`config.mk`:
```
export PLATFORM = sky130hd
export DESIGN_NAME = grid_mover_flat
export DESIGN_NICKNAME = d
export VERILOG_FILES = /design/src/rtl/grid_mover_pkg.sv /design/src/rtl/grid_mover_if.sv /design/src/rtl/grid_mover_step.sv /design/src/rtl/grid_mover.sv /design/src/flat_wrapper.sv
export SDC_FILE = /design/constraint.sdc
export NUM_CORES = 1
export LEC_CHECK = 0
export BUFFER_PORTS_ARGS = -buffer_cell sky130_fd_sc_hd__buf_2
export CORE_ASPECT_RATIO = 2
export CORE_MARGIN = 2
export CORE_UTILIZATION = 61
export DETAILED_ROUTE_END_ITERATION = 8
export HOLD_SLACK_MARGIN = 0.06
export MAX_ROUTING_LAYER = met4
export PLACE_DENSITY = 0.85
export SYNTH_ARGS = -nofsm -noshare
export SYNTH_HDL_FRONTEND = slang
export SYNTH_HIERARCHICAL = 1
export SYNTH_SLANG_ARGS = --single-unit
```
`constraint.sdc`:
```
create_clock -name clock -period 6.3 [get_ports clock]
set_input_delay 0.315 -clock clock [delete_from_list [all_inputs] [get_ports clock]]
set_output_delay 0.315 -clock clock [all_outputs]
set_load 0.01 [all_outputs]
```
`src/rtl/grid_mover_pkg.sv`:
```
// Shared direction codes, FSM encodings and helpers for the grid mover.
package grid_mover_pkg;

  localparam int unsigned DIR_W = 3;

  typedef enum logic [DIR_W-1:0] {
    DIR_RIGHT = 3'd0,
    DIR_UP    = 3'd1,
    DIR_LEFT  = 3'd2,
    DIR_DOWN  = 3'd3,
    DIR_WAIT  = 3'd4
  } dir_e;

  typedef enum logic [2:0] {
    ST_IDLE = 3'd0,
    ST_RD1  = 3'd1,
    ST_CK1  = 3'd2,
    ST_RD2  = 3'd3,
    ST_CK2  = 3'd4
  } state_e;

  // Codes 0..4 are commands; 5..7 are ignored by the pending-turn register.
  function automatic logic dir_is_cmd(input logic [DIR_W-1:0] d);
    return d <= DIR_W'(4);
  endfunction

endpackage

```
`src/rtl/grid_mover_if.sv`:
```
// Maze ROM query port: read strobe + tile address out, blocked answer back one cycle later.
interface grid_mover_if #(
  parameter int unsigned X_W = 8,
  parameter int unsigned Y_W = 7
);
  logic           wall_rd;
  logic [X_W-1:0] wall_x;
  logic [Y_W-1:0] wall_y;
  logic           wall_blocked;

  modport master (output wall_rd, output wall_x, output wall_y, input wall_blocked);
  modport slave  (input wall_rd, input wall_x, input wall_y, output wall_blocked);
endinterface

```
`src/rtl/grid_mover_step.sv`:
```
// Neighbour-tile calculator: (x, y, dir) -> next tile, with edge wrap or off-grid flag.
module grid_mover_step
  import grid_mover_pkg::*;
#(
  parameter int unsigned GRID_W = 27,
  parameter int unsigned GRID_H = 24,
  parameter int unsigned X_W    = 8,
  parameter int unsigned Y_W    = 7,
  parameter int unsigned WRAP   = 1
) (
  input  logic [X_W-1:0] i_x,
  input  logic [Y_W-1:0] i_y,
  input  dir_e           i_dir,
  output logic [X_W-1:0] o_nx_c,
  output logic [Y_W-1:0] o_ny_c,
  output logic           o_off_grid_c
);

  localparam logic [X_W-1:0] X_MAX = X_W'(GRID_W - 1);
  localparam logic [Y_W-1:0] Y_MAX = Y_W'(GRID_H - 1);

  // Off-grid targets keep the current tile so no out-of-range value ever propagates.
  always_comb begin
    o_nx_c       = i_x;
    o_ny_c       = i_y;
    o_off_grid_c = 1'b0;
    case (i_dir)
      DIR_RIGHT: begin
        if (i_x == X_MAX) begin
          if (WRAP != 0) o_nx_c = '0;
          else           o_off_grid_c = 1'b1;
        end else begin
          o_nx_c = i_x + X_W'(1);
        end
      end
      DIR_LEFT: begin
        if (i_x == '0) begin
          if (WRAP != 0) o_nx_c = X_MAX;
          else           o_off_grid_c = 1'b1;
        end else begin
          o_nx_c = i_x - X_W'(1);
        end
      end
      DIR_UP: begin
        if (i_y == '0) begin
          if (WRAP != 0) o_ny_c = Y_MAX;
          else           o_off_grid_c = 1'b1;
        end else begin
          o_ny_c = i_y - Y_W'(1);
        end
      end
      DIR_DOWN: begin
        if (i_y == Y_MAX) begin
          if (WRAP != 0) o_ny_c = '0;
          else           o_off_grid_c = 1'b1;
        end else begin
          o_ny_c = i_y + Y_W'(1);
        end
      end
      default: ;
    endcase
  end

endmodule

```
`src/rtl/grid_mover.sv`:
```
// Sprite tile mover: divided step rate, queued turn request, wall checks via maze ROM.
module grid_mover
  import grid_mover_pkg::*;
#(
  parameter int unsigned GRID_W   = 27,
  parameter int unsigned GRID_H   = 24,
  parameter int unsigned X_W      = 8,
  parameter int unsigned Y_W      = 7,
  parameter int unsigned START_X  = 0,
  parameter int unsigned START_Y  = 0,
  parameter int unsigned STEP_DIV = 4,
  parameter int unsigned WRAP     = 1
) (
  input  logic             clock,
  input  logic             reset,
  input  logic             i_step_tick,
  input  logic [DIR_W-1:0] i_dir_in,
  grid_mover_if.master     rom,
  output logic [X_W-1:0]   o_x_out,
  output logic [Y_W-1:0]   o_y_out,
  output logic [DIR_W-1:0] o_heading,
  output logic             o_moved,
  output logic             o_busy
);

  localparam int unsigned DIV_W = (STEP_DIV > 1) ? $clog2(STEP_DIV) : 1;

  state_e         r_state, w_state_nxt;
  logic [X_W-1:0] r_x, w_x_nxt, r_tx, w_tx_nxt, r_wall_x, w_wall_x_nxt, w_nx;
  logic [Y_W-1:0] r_y, w_y_nxt, r_ty, w_ty_nxt, r_wall_y, w_wall_y_nxt, w_ny;
  dir_e           r_heading, w_heading_nxt, r_pending, r_tdir, w_tdir_nxt, w_step_dir;
  logic           r_toff, w_toff_nxt, w_off;
  logic           r_wall_rd, w_wall_rd_nxt;
  logic           r_moved, w_moved_nxt;
  logic           r_busy;
  logic           r_step_pend, w_consume, w_wrap, w_blocked;
  logic [DIV_W-1:0] r_div;

  // Queries from IDLE use the pending turn when it differs; every other query follows heading.
  assign w_step_dir = (r_state == ST_IDLE && r_pending != r_heading) ? r_pending : r_heading;

  grid_mover_step #(
    .GRID_W (GRID_W),
    .GRID_H (GRID_H),
    .X_W    (X_W),
    .Y_W    (Y_W),
    .WRAP   (WRAP)
  ) u_step (
    .i_x          (r_x),
    .i_y          (r_y),
    .i_dir        (w_step_dir),
    .o_nx_c       (w_nx),
    .o_ny_c       (w_ny),
    .o_off_grid_c (w_off)
  );

  assign w_wrap    = i_step_tick && (r_div == DIV_W'(STEP_DIV - 1));
  assign w_blocked = r_toff || rom.wall_blocked;

  // Step-rate divider and single step-request flag; a new wrap wins over a same-cycle consume.
  always_ff @(posedge clock) begin
    if (reset) begin
      r_div       <= '0;
      r_step_pend <= 1'b0;
    end else begin
      if (i_step_tick) r_div <= w_wrap ? '0 : r_div + DIV_W'(1);
      if (w_wrap)         r_step_pend <= 1'b1;
      else if (w_consume) r_step_pend <= 1'b0;
    end
  end

  // Pending turn tracks the decoder every cycle, ignoring codes 5..7.
  always_ff @(posedge clock) begin
    if (reset) begin
      r_pending <= DIR_WAIT;
    end else if (dir_is_cmd(i_dir_in)) begin
      r_pending <= dir_e'(i_dir_in);
    end
  end

  // Next-state and next-output logic for the query sequence.
  always_comb begin
    w_state_nxt   = r_state;
    w_x_nxt       = r_x;
    w_y_nxt       = r_y;
    w_heading_nxt = r_heading;
    w_tx_nxt      = r_tx;
    w_ty_nxt      = r_ty;
    w_tdir_nxt    = r_tdir;
    w_toff_nxt    = r_toff;
    w_wall_x_nxt  = r_wall_x;
    w_wall_y_nxt  = r_wall_y;
    w_wall_rd_nxt = 1'b0;
    w_moved_nxt   = 1'b0;
    w_consume     = 1'b0;
    case (r_state)
      ST_IDLE: begin
        if (r_step_pend) begin
          w_consume = 1'b1;
          if (r_pending == DIR_WAIT) begin
            w_heading_nxt = DIR_WAIT;
          end else begin
            w_tx_nxt      = w_nx;
            w_ty_nxt      = w_ny;
            w_tdir_nxt    = w_step_dir;
            w_toff_nxt    = w_off;
            w_wall_x_nxt  = w_nx;
            w_wall_y_nxt  = w_ny;
            w_wall_rd_nxt = !w_off;
            w_state_nxt   = (r_pending != r_heading) ? ST_RD1 : ST_RD2;
          end
        end
      end
      ST_RD1: w_state_nxt = ST_CK1;
      ST_CK1: begin
        if (!w_blocked) begin
          w_x_nxt       = r_tx;
          w_y_nxt       = r_ty;
          w_heading_nxt = r_tdir;
          w_moved_nxt   = 1'b1;
          w_state_nxt   = ST_IDLE;
        end else if (r_heading == DIR_WAIT) begin
          w_state_nxt = ST_IDLE;
        end else begin
          w_tx_nxt      = w_nx;
          w_ty_nxt      = w_ny;
          w_tdir_nxt    = r_heading;
          w_toff_nxt    = w_off;
          w_wall_x_nxt  = w_nx;
          w_wall_y_nxt  = w_ny;
          w_wall_rd_nxt = !w_off;
          w_state_nxt   = ST_RD2;
        end
      end
      ST_RD2: w_state_nxt = ST_CK2;
      ST_CK2: begin
        if (!w_blocked) begin
          w_x_nxt     = r_tx;
          w_y_nxt     = r_ty;
          w_moved_nxt = 1'b1;
        end else begin
          w_heading_nxt = DIR_WAIT;
        end
        w_state_nxt = ST_IDLE;
      end
      default: w_state_nxt = ST_IDLE;
    endcase
  end

  // State, position and registered outputs.
  always_ff @(posedge clock) begin
    if (reset) begin
      r_state   <= ST_IDLE;
      r_x       <= X_W'(START_X);
      r_y       <= Y_W'(START_Y);
      r_heading <= DIR_WAIT;
      r_tx      <= '0;
      r_ty      <= '0;
      r_tdir    <= DIR_WAIT;
      r_toff    <= 1'b0;
      r_wall_x  <= '0;
      r_wall_y  <= '0;
      r_wall_rd <= 1'b0;
      r_moved   <= 1'b0;
      r_busy    <= 1'b0;
    end else begin
      r_state   <= w_state_nxt;
      r_x       <= w_x_nxt;
      r_y       <= w_y_nxt;
      r_heading <= w_heading_nxt;
      r_tx      <= w_tx_nxt;
      r_ty      <= w_ty_nxt;
      r_tdir    <= w_tdir_nxt;
      r_toff    <= w_toff_nxt;
      r_wall_x  <= w_wall_x_nxt;
      r_wall_y  <= w_wall_y_nxt;
      r_wall_rd <= w_wall_rd_nxt;
      r_moved   <= w_moved_nxt;
      r_busy    <= (w_state_nxt != ST_IDLE);
    end
  end

  assign rom.wall_rd = r_wall_rd;
  assign rom.wall_x  = r_wall_x;
  assign rom.wall_y  = r_wall_y;
  assign o_x_out     = r_x;
  assign o_y_out     = r_y;
  assign o_heading   = r_heading;
  assign o_moved     = r_moved;
  assign o_busy      = r_busy;

endmodule

```
`src/flat_wrapper.sv`:
```
// flat-port wrapper written by rule: the top's interface ports become plain ports
module grid_mover_flat import grid_mover_pkg::*;
#(
  parameter int unsigned GRID_W   = 27,
  parameter int unsigned GRID_H   = 24,
  parameter int unsigned X_W      = 8,
  parameter int unsigned Y_W      = 7,
  parameter int unsigned START_X  = 0,
  parameter int unsigned START_Y  = 0,
  parameter int unsigned STEP_DIV = 4,
  parameter int unsigned WRAP     = 1
)
  (clock, reset, i_step_tick, i_dir_in, o_x_out, o_y_out, o_heading, o_moved, o_busy, rom_wall_rd, rom_wall_x, rom_wall_y, rom_wall_blocked);
  grid_mover_if #(.X_W(X_W), .Y_W(Y_W)) rom_i ();
  input  logic clock;
  input  logic reset;
  input  logic i_step_tick;
  input  logic [DIR_W-1:0] i_dir_in;
  output logic [X_W-1:0] o_x_out;
  output logic [Y_W-1:0] o_y_out;
  output logic [DIR_W-1:0] o_heading;
  output logic o_moved;
  output logic o_busy;
  output wire logic [$bits(rom_i.wall_rd)-1:0] rom_wall_rd;
  output wire logic [$bits(rom_i.wall_x)-1:0] rom_wall_x;
  output wire logic [$bits(rom_i.wall_y)-1:0] rom_wall_y;
  input wire logic [$bits(rom_i.wall_blocked)-1:0] rom_wall_blocked;
  assign rom_wall_rd = rom_i.wall_rd;
  assign rom_wall_x = rom_i.wall_x;
  assign rom_wall_y = rom_i.wall_y;
  assign rom_i.wall_blocked = rom_wall_blocked;
  grid_mover #(.GRID_W(GRID_W), .GRID_H(GRID_H), .X_W(X_W), .Y_W(Y_W), .START_X(START_X), .START_Y(START_Y), .STEP_DIV(STEP_DIV), .WRAP(WRAP)) u_core (.clock(clock), .reset(reset), .i_step_tick(i_step_tick), .i_dir_in(i_dir_in), .rom(rom_i), .o_x_out(o_x_out), .o_y_out(o_y_out), .o_heading(o_heading), .o_moved(o_moved), .o_busy(o_busy));
endmodule
```
## After elaboration in Yosys (flattened, before gate mapping)

Index checks and enable logic that the tools add are counted.

| word-level totals | value |
|---|---|
| output and inout bits | 36 |
| register bits | 49 |
| bits of input ports | 7 |
| word-level logic and storage cells | 107 |

| cells by class | value |
|---|---|
| reductions and logical operators | 16 |
| order comparisons | 1 |
| add/sub/neg operators | 5 |
| equal/unequal tests | 20 |
| mux-type cells | 49 |
| bitwise operators | 2 |

Operator list:

| operator | number |
|---|---|
| $mux W8 | 6 |
| $mux W7 | 6 |
| $mux W3 | 12 |
| $pmux W8 S2 | 2 |
| $pmux W7 S2 | 2 |
| $mux W1 | 13 |
| $eq A3 B2 Y1 const B | 4 |
| $pmux W3 S4 | 1 |
| $reduce_and A5 Y1 | 2 |
| $eq A3 B3 Y1 const B | 3 |
| $pmux W3 S3 | 1 |
| $add A8 B1 Y8 const B | 1 |
| $eq A8 B5 Y1 const B | 1 |
| $logic_not A8 Y1 | 1 |
| $ne A2 B2 Y1 const B | 4 |
| $sub A8 B1 Y8 const B | 1 |
| $add A7 B1 Y7 const B | 1 |
| $eq A7 B5 Y1 const B | 1 |
| $logic_not A7 Y1 | 1 |
| $sub A7 B1 Y7 const B | 1 |
| $eq A3 B1 Y1 const B | 2 |
| $logic_not A3 Y1 | 2 |
| $mux W2 | 3 |
| $ne A2 B1 Y1 const B | 3 |
| other kinds (13) | 19 |

## Depth between registers and ports, before layout

Gate-level depths: netlist (run 1).

| depth | value |
|---|---|
| depth in word-level cells | 8 |
| depth in mapped cells | 11 |
| depth with buffers taken out | 9 |

## Cells and area by module

The synthesis (run 1) kept the hierarchy.

Modules (own cells, without submodules):

| module | seq. area each (um^2) | times used | cells each | area each (um^2) |
|---|---|---|---|---|
| grid_mover | 980.9 | 1 | 205 | 2048.2 |
| grid_mover_step | 0.0 | 1 | 129 | 815.8 |

## Worst setup path before layout (run 1)

Ideal clock, no wire load.

| timing | value |
|---|---|
| kind | register to register |
| from | register u_core.r_state[1] |
| to | register u_core.r_wall_x[6], in the netlist u_core/rom.wall_x[6] |
| arrival | 2.494 ns |
| setup slack | 3.734 ns |
| stages on the path, launching flop included | 12 |
| data required time | 6.228 ns |
| path through | dfxtp_1 -> buf_2 -> nor3_1 -> mux2_2 -> or2_0 -> clkbuf_1 -> a311o_1 -> nor3_1 -> a211oi_1 -> a41oi_1 -> nand2b_1 -> mux2i_1 |

| between the ends | value |
|---|---|
| longest elaborated chain between the ends | 8 |
| elaborated cells between the ends (all ways) | 18 |
| those cells by class | eq/ne (6); mux (7); reduce/logical (5) |

RTL lines:

| element | line | text |
|---|---|---|
| from (decl) | grid_mover.sv:28 | `state_e r_state, w_state_nxt;` |
| from (signal assigned) | grid_mover.sv:167 | `r_state <= w_state_nxt;` |
| $logic_not A3 Y1 * | grid_mover.sv:40 | `assign w_step_dir = (r_state == ST_IDLE && r_pending != r_heading) ? r_pending : r_heading;` |
| $logic_and A1 B1 Y1 * | grid_mover.sv:40 |  |
| $mux W3 * | grid_mover.sv:40 |  |
| via u_core.w_step_dir[0] | grid_mover.sv:31 | `dir_e r_heading, w_heading_nxt, r_pending, r_tdir, w_tdir_nxt, w_step_dir;` |
| $eq A3 B2 Y1 / $logic_not A3 Y1 (equally long branches) | grid_mover_step.sv:27 | `case (i_dir)` |
| $pmux W8 S2 * | grid_mover_step.sv:27 |  |
| via u_core.w_nx[6] | grid_mover.sv:29 | `logic [X_W-1:0] r_x, w_x_nxt, r_tx, w_tx_nxt, r_wall_x, w_wall_x_nxt, w_nx;` |
| $mux W8 (on tied branches) | grid_mover.sv:122, grid_mover.sv:100 |  |
| $mux W8 (on tied branches) | grid_mover.sv:116, grid_mover.sv:98 |  |
| $pmux W8 S2 * | grid_mover.sv:96 | `case (r_state)` |
| to (signal assigned) | grid_mover.sv:175 | `r_wall_x <= w_wall_x_nxt;` |
| to (decl) | grid_mover.sv:29 |  |

The timed path passes the listed nets; every way through them passes the cells marked *. The select of a mux whose other input is x is not followed.
A chain may end at the register's enable or synchronous reset.

## Worst setup path in the final report (run 1)

| timing | value |
|---|---|
| from | register u_core.r_state[2] |
| to | register u_core.r_wall_x[5], in the netlist u_core/rom.wall_x[5] |

The elaborated chain is that of the path after synthesis.

==> run_results.csv, run 1 <==
group,metric,value,unit
clocking,post_cts_buffers,0,
pwr,pwr_density_cell,180.2,mW/mm2
finish,fin_nets,378,
hold_path,holdPathEnd,"u_core/r_div[1]$_SDFFE_PP0P_",
synth,synthTopCellsByArea,"dfxtp_1, mux2i_1, nand2b_1, nor2_1, ha_1",
die,die_area,0.005292,mm2
setup_path,end_kind,"flop",
synth,yosys-top-cells-count,"dfxtp_1, nand2b_1, mux2i_1, nor2_1",
synth,synth_cells,334,
sta,whs,0.2967,ns
pwr,leakagePower,1.353,nW
sta,timing.final.crit_share,48.24,%
synth,yosysTopAreaCell,"dfxtp_1",
routing,ant_nets,0,
sta,final.setup_skew,0.01003,ns
placed_design,place_congestion,0.9093,
die,start_util,62.88,%
finish,drive_gt1_share,16.76,%
die,rows,35,
clocking,cts_tree,"built",
routing,drt_iter0_markers,109,
synth,ys_seq_area_share,34.25,%
synth,yosysMostFrequentCell,"dfxtp_1",
synth,synth_top_area_share,34.25,%
pwr,pwr-share-clk,38.0,%
sta,setup_viol,0,
die,dieHeight,100.9,um
clocking,cts_root_buf,"clkbuf_8",
sta,rsz0062_at_grt,"false",
synth,synth-seq-cells,49,
sta,worstMarginPinSlew,1.129,ns
synth,syn_avg_cell_area,8.575,um2
setup_path,r2r_start,"u_core/r_state[2]$_SDFF_PP0_",
setup_path,worstPathArrival,3.27,ns
synth,yosysWarningCount,6,
die,die_w,52.45,um
clocking,cts_resized,0,
synth,async_flop_share,0,%
hold_path,worstHoldStart,"i_step_tick",
setup_path,reg2reg_depth,9,
synth,syn-num-nets,348,
routing,routed_wirelength,6.389,mm
clocking,path_clk_slew,0.09,ns
pwr,power_switching,0.0001265,W
clocking,numClockSinks,49,
setup_path,worstPathMaxFanout,11,
sta,maxSlewViolCount,0,
die,core-area,0.004554,mm2
routing,wire_per_inst,15.25,um
setup_path,critPathKind,"flop to flop",
synth,syn-cell-area,0.002864,mm2
placed_design,port_buffers,42,
setup_path,critical_path.slowest_cell,"a21oi_1",
setup_path,crit_path_start_kind,"flop",
global_route,grt_max_degree,69,
clocking,clk_latency,0.30,ns
pwr,ir_drop,0.0001735,V
die,io_pins,43,
pwr,power_frac_seq,55.3,%
global_route,grt_usage,26.29,%
pwr,switching_share,22.22,%
finish,antennaDiodeCount,0,
setup_path,critPathRequiredTime,6.53,ns
global_route,grt_pass1_vias,2303,
finish,fillCellCount,400,
clocking,h-tree-depth,2,
sta,tns,0,ns
routing,firstDrtPassIters,4,
job,cap_violations,0,
synth,synthFlopType,"dfxtp_1",
global_route,grt_pass1_wl,10.52,mm
clocking,clock_path_buffers,2,
pwr,power.internal,0.0004428,W
setup_path,r2r-end,"u_core/rom.wall_x[5]$_SDFFE_PP0P_",
clocking,cts_made_buffers,5,
routing,via_count,2547,
hold_path,holdPathStages,3,
synth,synth-edff-count,0,
hold_path,hp-class,"input pin to flop",
routing,vias_per_cell,6.079,
sta,timing.final.crit_period,3.039,ns
run_status,status,"finished, final reports clean",
global_route,antenna_found_initial,0,
synth,ys_types,53,
placed_design,dp_hpwl,4.338,mm
setup_path,r2r_slack,3.26,ns
setup_path,max_stage_delay,0.52,ns
sta,relSlewSlack,24.55,%
sta,fmax,329.0,MHz
setup_path,crit_chain,"nor3_1 -> mux2_2 -> nor2_1 -> nand2_1 -> a21oi_1 -> a311oi_1 -> a41oi_1 -> nand2b_1 -> mux2i_1",
routing,route.detailed.drc,0,
pwr,power_frac_comb,6.7,%
global_route,grt_overflow_total,0,
sta,hold_viol_final,0,
finish,syn2layout_area_growth,10.31,%
clocking,hold_buffers,0,
[area by class of cell]
cell class / count / area [um2] / share of cell area [%]
Tap cell: 55 / 68.82 / 2.178
Clock buffer: 5 / 68.82 / 2.178
Inverter: 13 / 48.80 / 1.545
Clock inverter: 2 / 35.03 / 1.109
Timing Repair Buffer: 43 / 217.7 / 6.891
Sequential cell: 49 / 980.9 / 31.05
Multi-Input combinational cell: 252 / 1739 / 55.05
[metrics by stage]
| step | cells | area (um2) | utilization, % | power, W | setup WS (ns) |
|---|---|---|---|---|---|
| detailed placement | 412 | 3055 | 67.09 | 0.0003593 | 3.469 |
| floorplan | 334 | 2864 | - | 0.0003509 | 3.734 |
| global placement | 412 | 3055 | 67.09 | 0.0003580 | 3.565 |
| CTS | 419 | 3159 | 69.37 | 0.0005731 | 3.387 |
| finish | 419 | 3159 | 69.37 | 0.0005693 | 3.261 |
| global route | 419 | 3159 | 69.37 | 0.0005867 | 3.085 |
[sequential cells by signal, indices dropped and copies added (netlist names), 2 cells and up]
signal             cells
u_core/r_state         3
u_core/rom.wall_y      7
u_core/o_x_out         8
u_core/r_div           2
u_core/rom.wall_x      8
u_core/o_y_out         7
u_core/r_pending       3
u_core/r_tdir          3
u_core/o_heading       3
[kinds of logic after synthesis]
| logic type | Yosys count | share of synthesized area (%) |
|---|---|---|
| XOR/XNOR | 6 | 1.835 |
| flip-flops | 49 | 34.25 |
| adder cells (fa/ha/maj) | 7 | 3.058 |
| AND/OR/NAND/NOR | 137 | 26.12 |
| other | 1 | 0.1309 |
| AO/OA/AOI/OAI | 61 | 15.20 |
| buffers and inverters | 33 | 5.286 |
| multiplexers | 40 | 14.11 |
[how the worst max path moves through the flow]
stage / startpoint / endpoint / slack, ns / depth (start not counted)
finish: u_core/r_state[2]$_SDFF_PP0_ / u_core/rom.wall_x[5]$_SDFFE_PP0P_ / 3.26 / 9
global route: u_core/r_state[2]$_SDFF_PP0_ / u_core/rom.wall_x[6]$_SDFFE_PP0P_ / 3.08 / 9
CTS: u_core/r_state[2]$_SDFF_PP0_ / u_core/rom.wall_x[5]$_SDFFE_PP0P_ / 3.39 / 9
detailed placement: u_core/r_state[2]$_SDFF_PP0_ / u_core/rom.wall_x[5]$_SDFFE_PP0P_ / 3.47 / 9
global placement: u_core/r_state[2]$_SDFF_PP0_ / u_core/rom.wall_x[5]$_SDFFE_PP0P_ / 3.57 / 9
floorplan: u_core/r_state[1]$_SDFF_PP0_ / u_core/rom.wall_x[6]$_SDFFE_PP0P_ / 3.73 / 11
[worst max-delay path: cells and delay by family, from the launching register on]
family,cells,cell delay [ns]
mux,2,0.55
flops,1,0.46
compound gates,3,0.94
simple gates,4,1.03
[per-layer routing]
layer	part of all wire, %	GRT usage, %
met4	2.9	11.44
met2	54	46.63
met1	38	28.05
met3	4.5	3.264
met5	0	-
[power by group through the flow]
| stage | Combinational [W] | Clock [W] | Sequential [W] |
|---|---|---|---|
| 2_1_floorplan | 0.0000302 | 0 | 0.000321 |
| 3_3_place_gp | 0.0000363 | 0 | 0.000322 |
| 3_5_place_dp | 0.0000374 | 0 | 0.000322 |
| 4_1_cts | 0.0000377 | 0.000221 | 0.000315 |
| 5_1_grt | 0.0000422 | 0.000230 | 0.000315 |
| 6_report | 0.0000381 | 0.000217 | 0.000315 |
[cell usage in the layout (no fill, tap or decap), drive strengths merged, types with 2 or more instances in the layout]
| cell type | n |
|---|---|
| or3b | 2 |
| a211o | 2 |
| clkbuf | 5 |
| nand3 | 7 |
| buf | 43 |
| nor2b | 4 |
| nand2 | 16 |
| o21ai | 12 |
| a41oi | 2 |
| nor3 | 17 |
| mux2 | 3 |
| nand2b | 42 |
| ha | 7 |
| inv | 13 |
| nor3b | 3 |
| a211oi | 6 |
| o311ai | 2 |
| dfxtp | 49 |
| and3 | 2 |
| a21oi | 17 |
| o32ai | 2 |
| a221oi | 3 |
| xor2 | 5 |
| mux2i | 37 |
| and2 | 2 |
| nand4 | 2 |
| a311oi | 3 |
| nor4 | 5 |
| nor2 | 32 |
| a21o | 3 |
(Power assumes the default switching activity.)
==> inputs of run 2 (changes only) <==
CORE_UTILIZATION = 57   (was 61)
PLACE_DENSITY = 0.8   (was 0.85)
clock period = 2.99 ns   (was 6.3 ns; I/O delays follow)
==> run 2 against run 1 <==
Clock-buffer cell count unchanged. Sequential power up 110%. Global-route usage down 1.4 points. First-iteration DRC count down 40%. Sequential share of layout area down 0.38 points. Highest routed layer unchanged.
==> run_results.csv, run 2 (same netlist as run 1, synthesis figures left out) <==
group,metric,value,unit
setup_path,worstPathMaxFanout,7,
die,io_pins,43,
sta,setup_viol,0,
die,die_area,0.005642,mm2
routing,route.detailed.drc,0,
sta,final.setup_skew,0.01353,ns
routing,met2_length,3.530,mm
routing,via_count,2542,
sta,fmax,361.0,MHz
sta,layout_setup_ws,0.2197,ns
clocking,h-tree-depth,2,
pwr,power_switching,0.0002823,W
clocking,cts_root_buf,"clkbuf_8",
die,start_util,58.87,%
setup_path,crit_chain,"nor3_2 -> mux2_2 -> or2_0 -> a311oi_4 -> o21ai_0 -> a41oi_1 -> nand2b_1 -> mux2i_1",
pwr,switching_share,24.84,%
placed_design,place_ws,0.1216,ns
placed_design,dpl_cell_area,0.003095,mm2
global_route,antenna_found_initial,0,
pwr,pwr_density_cell,355.3,mW/mm2
die,die_w,54.12,um
global_route,grt_pass1_wl,10.48,mm
finish,design_area,0.003198,mm2
finish,syn2layout_area_growth,11.66,%
sta,whs,0.1031,ns
routing,wire_per_inst,15.06,um
placed_design,place_congestion,0.8536,
die,rows,36,
sta,tns,0,ns
sta,relSlewSlack,34.96,%
sta,timing.final.crit_share,92.65,%
pwr,ir_drop,0.0003732,V
pwr,power.internal,0.0008541,W
finish,drive_gt1_share,18.38,%
setup_path,crit_path_start_kind,"flop",
run_status,status,"finished, final reports clean",
routing,top_layer,"met4",
routing,dr_wl_met3,264,um
clocking,path_clk_slew,0.10,ns
die,core-area,0.004865,mm2
global_route,grt_max_degree,69,
global_route,grt_overflow_total,0,
clocking,clk_latency,0.32,ns
pwr,power_frac_seq,58.3,%
hold_path,hp-class,"input pin to flop",
global_route,grt_pass1_vias,2396,
clocking,cts_made_buffers,5,
setup_path,critPathRequiredTime,3.24,ns
finish,fillCellCount,435,
finish,final_core_util,65.74,%
setup_path,end_kind,"flop",
clocking,clock_path_buffers,2,
global_route,grt_usage,24.86,%
setup_path,max_stage_delay,0.50,ns
setup_path,critical_path.slowest_cell,"a311oi_4",
finish,layout_commonest_cell,"dfxtp_1",
finish,final_cell_mix,"dfxtp_1, buf_2, nand2b_1",
clocking,post_cts_buffers,0,
routing,firstDrtPassIters,4,
routing,routed_wirelength,6.432,mm
finish,antennaDiodeCount,0,
finish,fin_nets,383,
clocking,cts_tree,"built",
sta,timing.final.crit_period,2.770,ns
job,cap_violations,0,
setup_path,critPathKind,"flop to flop",
routing,drt_iter0_markers,65,
sta,worstMarginPinSlew,0.9756,ns
routing,ant_nets,0,
routing,vias_per_cell,5.953,
placed_design,dp_hpwl,4.416,mm
die,dieHeight,104.2,um
clocking,numClockSinks,49,
pwr,power_frac_comb,7.5,%
sta,rsz0062_at_grt,"false",
sta,hold_viol_final,0,
placed_design,port_buffers,42,
setup_path,worstPathArrival,3.02,ns
routing,met1_length,2.466,mm
pwr,pwr-share-clk,34.2,%
pwr,leakagePower,1.369,nW
sta,maxSlewViolCount,0,
run 2: cell count changes in the layout (fill, tap and decap cells not counted), sizes merged:
cell / delta
buf: +5
bufinv: -1
clkinv: +1
clkinvlp: +1
run 2: worst paths after layout:
| kind | startpoint | end | slack (ns) | cells after the start |
|---|---|---|---|---|
| max | u_core/r_state[0]$_SDFF_PP0_ | u_core/rom.wall_x[6]$_SDFFE_PP0P_ | 0.22 | 8 |
| min | i_step_tick | u_core/r_step_pend$_SDFFE_PP0P_ | 0.10 | 3 |
| max reg2reg | u_core/r_state[0]$_SDFF_PP0_ | u_core/rom.wall_x[6]$_SDFFE_PP0P_ | 0.22 | 8 |
| min reg2reg | u_core/rom.wall_x[4]$_SDFFE_PP0P_ | u_core/rom.wall_x[4]$_SDFFE_PP0P_ | 0.49 | 2 |
run 2: layout make-up:
type | instances | area [um2] | share of cell area, %
Clock buffer | 5 | 68.82 | 2.152
Tap cell | 57 | 71.32 | 2.230
Clock inverter | 3 | 17.52 | 0.5477
Multi-Input combinational cell | 252 | 1755 | 54.89
Sequential cell | 49 | 980.9 | 30.67
Timing Repair Buffer | 48 | 255.2 | 7.981
Inverter | 13 | 48.80 | 1.526
run 2: power by group through the flow:
stage / clock (W) / sequential, W / combinational [W]
final: 0.000389 / 0.000663 / 0.0000848
after global routing: 0.000426 / 0.000664 / 0.0000925
after CTS: 0.000402 / 0.000663 / 0.0000821
after detailed placement: 0 / 0.000678 / 0.0000816
after global placement: 0 / 0.000678 / 0.0000786
after floorplan: 0 / 0.000676 / 0.0000636
run 2: worst max-delay path, delay by kind of cell (launching register included):
kind | cells | cell delay (ns)
AO/OA/AOI/OAI | 3 | 0.96
AND/OR/NAND/NOR | 3 | 0.79
flip-flops | 1 | 0.41
multiplexers | 2 | 0.54
run 2: per-layer routing:
layer | global-route usage (%) | up-vias
li1 | - | 1248
met1 | 27.27 | 1208
met2 | 41.39 | 70
met3 | 4.741 | 16
met4 | 10.89 | 0
met5 | - | -
run 2: through the flow:
stage / cells / total power, W
after floorplan: 334 / 0.0007394
after global placement: 419 / 0.0007562
after detailed placement: 419 / 0.0007597
after CTS: 427 / 0.001147
after global routing: 427 / 0.001182
final: 427 / 0.001136
run 2: timing repair:
action                                  4_1_cts  5_1_grt
resized for setup                             0        2
endpoints found under the setup margin        0        3
hold buffers                                  0        0
==> inputs of run 3 (changes only) <==
BUFFER_PORTS_ARGS = -buffer_cell sky130_fd_sc_hd__buf_4   (was -buffer_cell sky130_fd_sc_hd__buf_2)
CORE_MARGIN = 4   (was 2)
PLACE_DENSITY = 0.9   (was 0.8)
==> run 3 against run 2 <==
Power down 0.48%. Via count increased by 1.4%. Sequential share of layout area decreased by 0.78 points. Global-route usage is 1.9 points lower. Hold slack got worse by 0.0011 ns. Cell count fell by 0.23%. Fmax rose by 2.4%. Utilization is 1.7 points higher. Design area up 2.6%. Combinational power is 1% lower. Critical endpoint is now u_core/rom.wall_x[5]$_SDFFE_PP0P_.
==> run_results.csv, run 3 (same netlist as run 1, synthesis figures left out) <==
group,metric,value,unit
setup_path,critical_path.slowest_cell,"a311oi_2",
setup_path,crit_path_start_kind,"flop",
sta,worstMarginPinSlew,0.7056,ns
die,die_w,58.12,um
clocking,cts_root_buf,"clkbuf_8",
clocking,cts_resized,0,
setup_path,worstPathArrival,2.94,ns
clocking,path_clk_slew,0.09,ns
routing,wire_per_inst,15.56,um
finish,final_core_util,67.46,%
clocking,post_cts_buffers,0,
finish,fillCellCount,404,
setup_path,r2r_slack,0.28,ns
sta,hold_viol_final,0,
placed_design,place_congestion,0.8921,
placed_design,place_ws,0.2497,ns
sta,layout_setup_ws,0.2834,ns
finish,drive_gt1_share,17.62,%
setup_path,critPathKind,"flop to flop",
sta,timing.final.crit_period,2.707,ns
sta,tns,0,ns
global_route,grt_pass1_vias,2522,
pwr,finalPower,0.001131,W
clocking,clock_path_buffers,2,
pwr,ir_drop,0.0004545,V
routing,drt_iter0_markers,127,
placed_design,dp_hpwl,4.730,mm
die,io_pins,43,
sta,setup_viol,0,
die,rows,36,
pwr,leakagePower,1.361,nW
clocking,cts_tree,"built",
routing,vias_per_cell,6.052,
finish,seqCellArea,980.9,um2
clocking,h-tree-depth,2,
routing,route.detailed.drc,0,
sta,rsz0062_at_grt,"false",
sta,timing.final.crit_share,90.52,%
finish,fin_nets,382,
sta,maxSlewViolCount,0,
global_route,grt_usage,23.00,%
sta,final.setup_skew,0.01199,ns
sta,fmax,369.5,MHz
global_route,grt_pass1_wl,11.12,mm
global_route,grt_overflow_total,0,
pwr,pwr_density_cell,344.6,mW/mm2
clocking,cts_made_buffers,5,
die,die_area,0.006291,mm2
clocking,hold_buffers,0,
finish,syn2layout_area_growth,14.59,%
routing,firstDrtPassIters,5,
die,start_util,58.87,%
finish,antennaDiodeCount,0,
sta,relSlewSlack,52.81,%
setup_path,end_kind,"flop",
placed_design,port_buffers,42,
setup_path,crit_chain,"nor3_2 -> mux2_2 -> or2_0 -> a311oi_2 -> o21ai_0 -> a41oi_1 -> nand2b_1 -> mux2i_1",
setup_path,worstPathMaxFanout,7,
routing,ant_nets,0,
finish,multiInputGateArea,0.001744,mm2
die,core-area,0.004865,mm2
hold_path,hp-class,"input pin to flop",
setup_path,max_stage_delay,0.54,ns
run_status,status,"finished, final reports clean",
finish,final_cell_mix,"dfxtp_1, buf_4, nand2b_1",
job,cap_violations,0,
clocking,clk_latency,0.31,ns
global_route,grt_max_degree,69,
routing,routed_wirelength,6.630,mm
routing,via_count,2578,
die,dieHeight,108.2,um
setup_path,critPathRequiredTime,3.23,ns
finish,layout_commonest_cell,"dfxtp_1",
global_route,antenna_found_initial,0,
clocking,numClockSinks,49,
-- run 3: cell count changes in the layout (fill, tap and decap cells not counted), sizes merged --
cell / change
buf: -1
clkinv: -2
clkbuf: +2
-- run 3: per-layer routing --
layer | global-route usage, % | part of all wire, %
met3 | 4.898 | 4.9
met2 | 40.37 | 56
met5 | - | 0
met4 | 11.94 | 1.8
met1 | 23.25 | 38
-- run 3: path summary, 6_finish.rpt --
path / start / end / cells past startpoint
worst min-delay path: i_dir_in[2] / u_core/r_pending[2]$_SDFFE_PP1P_ / 3
worst min register to register: u_core/rom.wall_x[3]$_SDFFE_PP0P_ / u_core/rom.wall_x[3]$_SDFFE_PP0P_ / 2
worst max-delay path: u_core/r_state[0]$_SDFF_PP0_ / u_core/rom.wall_x[5]$_SDFFE_PP0P_ / 8
worst max register to register: u_core/r_state[0]$_SDFF_PP0_ / u_core/rom.wall_x[5]$_SDFFE_PP0P_ / 8
-- run 3: layout make-up --
type | instances | share of cell area (%)
Tap cell | 57 | 2.173
Inverter | 13 | 1.487
Timing Repair Buffer | 47 | 10.75
Sequential cell | 49 | 29.89
Clock inverter | 1 | 0.2287
Clock buffer | 7 | 2.326
Multi-Input combinational cell | 252 | 53.15
-- run 3: power breakdown --
part	switching (W)	internal (W)
Clock	0.000219	0.000166
Sequential	0.00000552	0.000657
Combinational	0.0000479	0.0000360
Total	0.000272	0.000859
-- run 3: critical path, delay by kind of cell, from the launching register on --
| kind | cells | cell delay [ns] |
|---|---|---|
| AND/OR/NAND/NOR | 3 | 0.73 |
| multiplexers | 2 | 0.54 |
| AO/OA/AOI/OAI | 3 | 0.96 |
| flip-flops | 1 | 0.40 |
-- run 3: through the flow --
step           area, um2  cells  hold WS, ns
2_1_floorplan       2864    334       0.2900
3_3_place_gp        3193    418       0.4110
3_5_place_dp        3193    418       0.4299
4_1_cts             3277    426       0.1042
5_1_grt             3282    426       0.1175
6_report            3282    426       0.1019
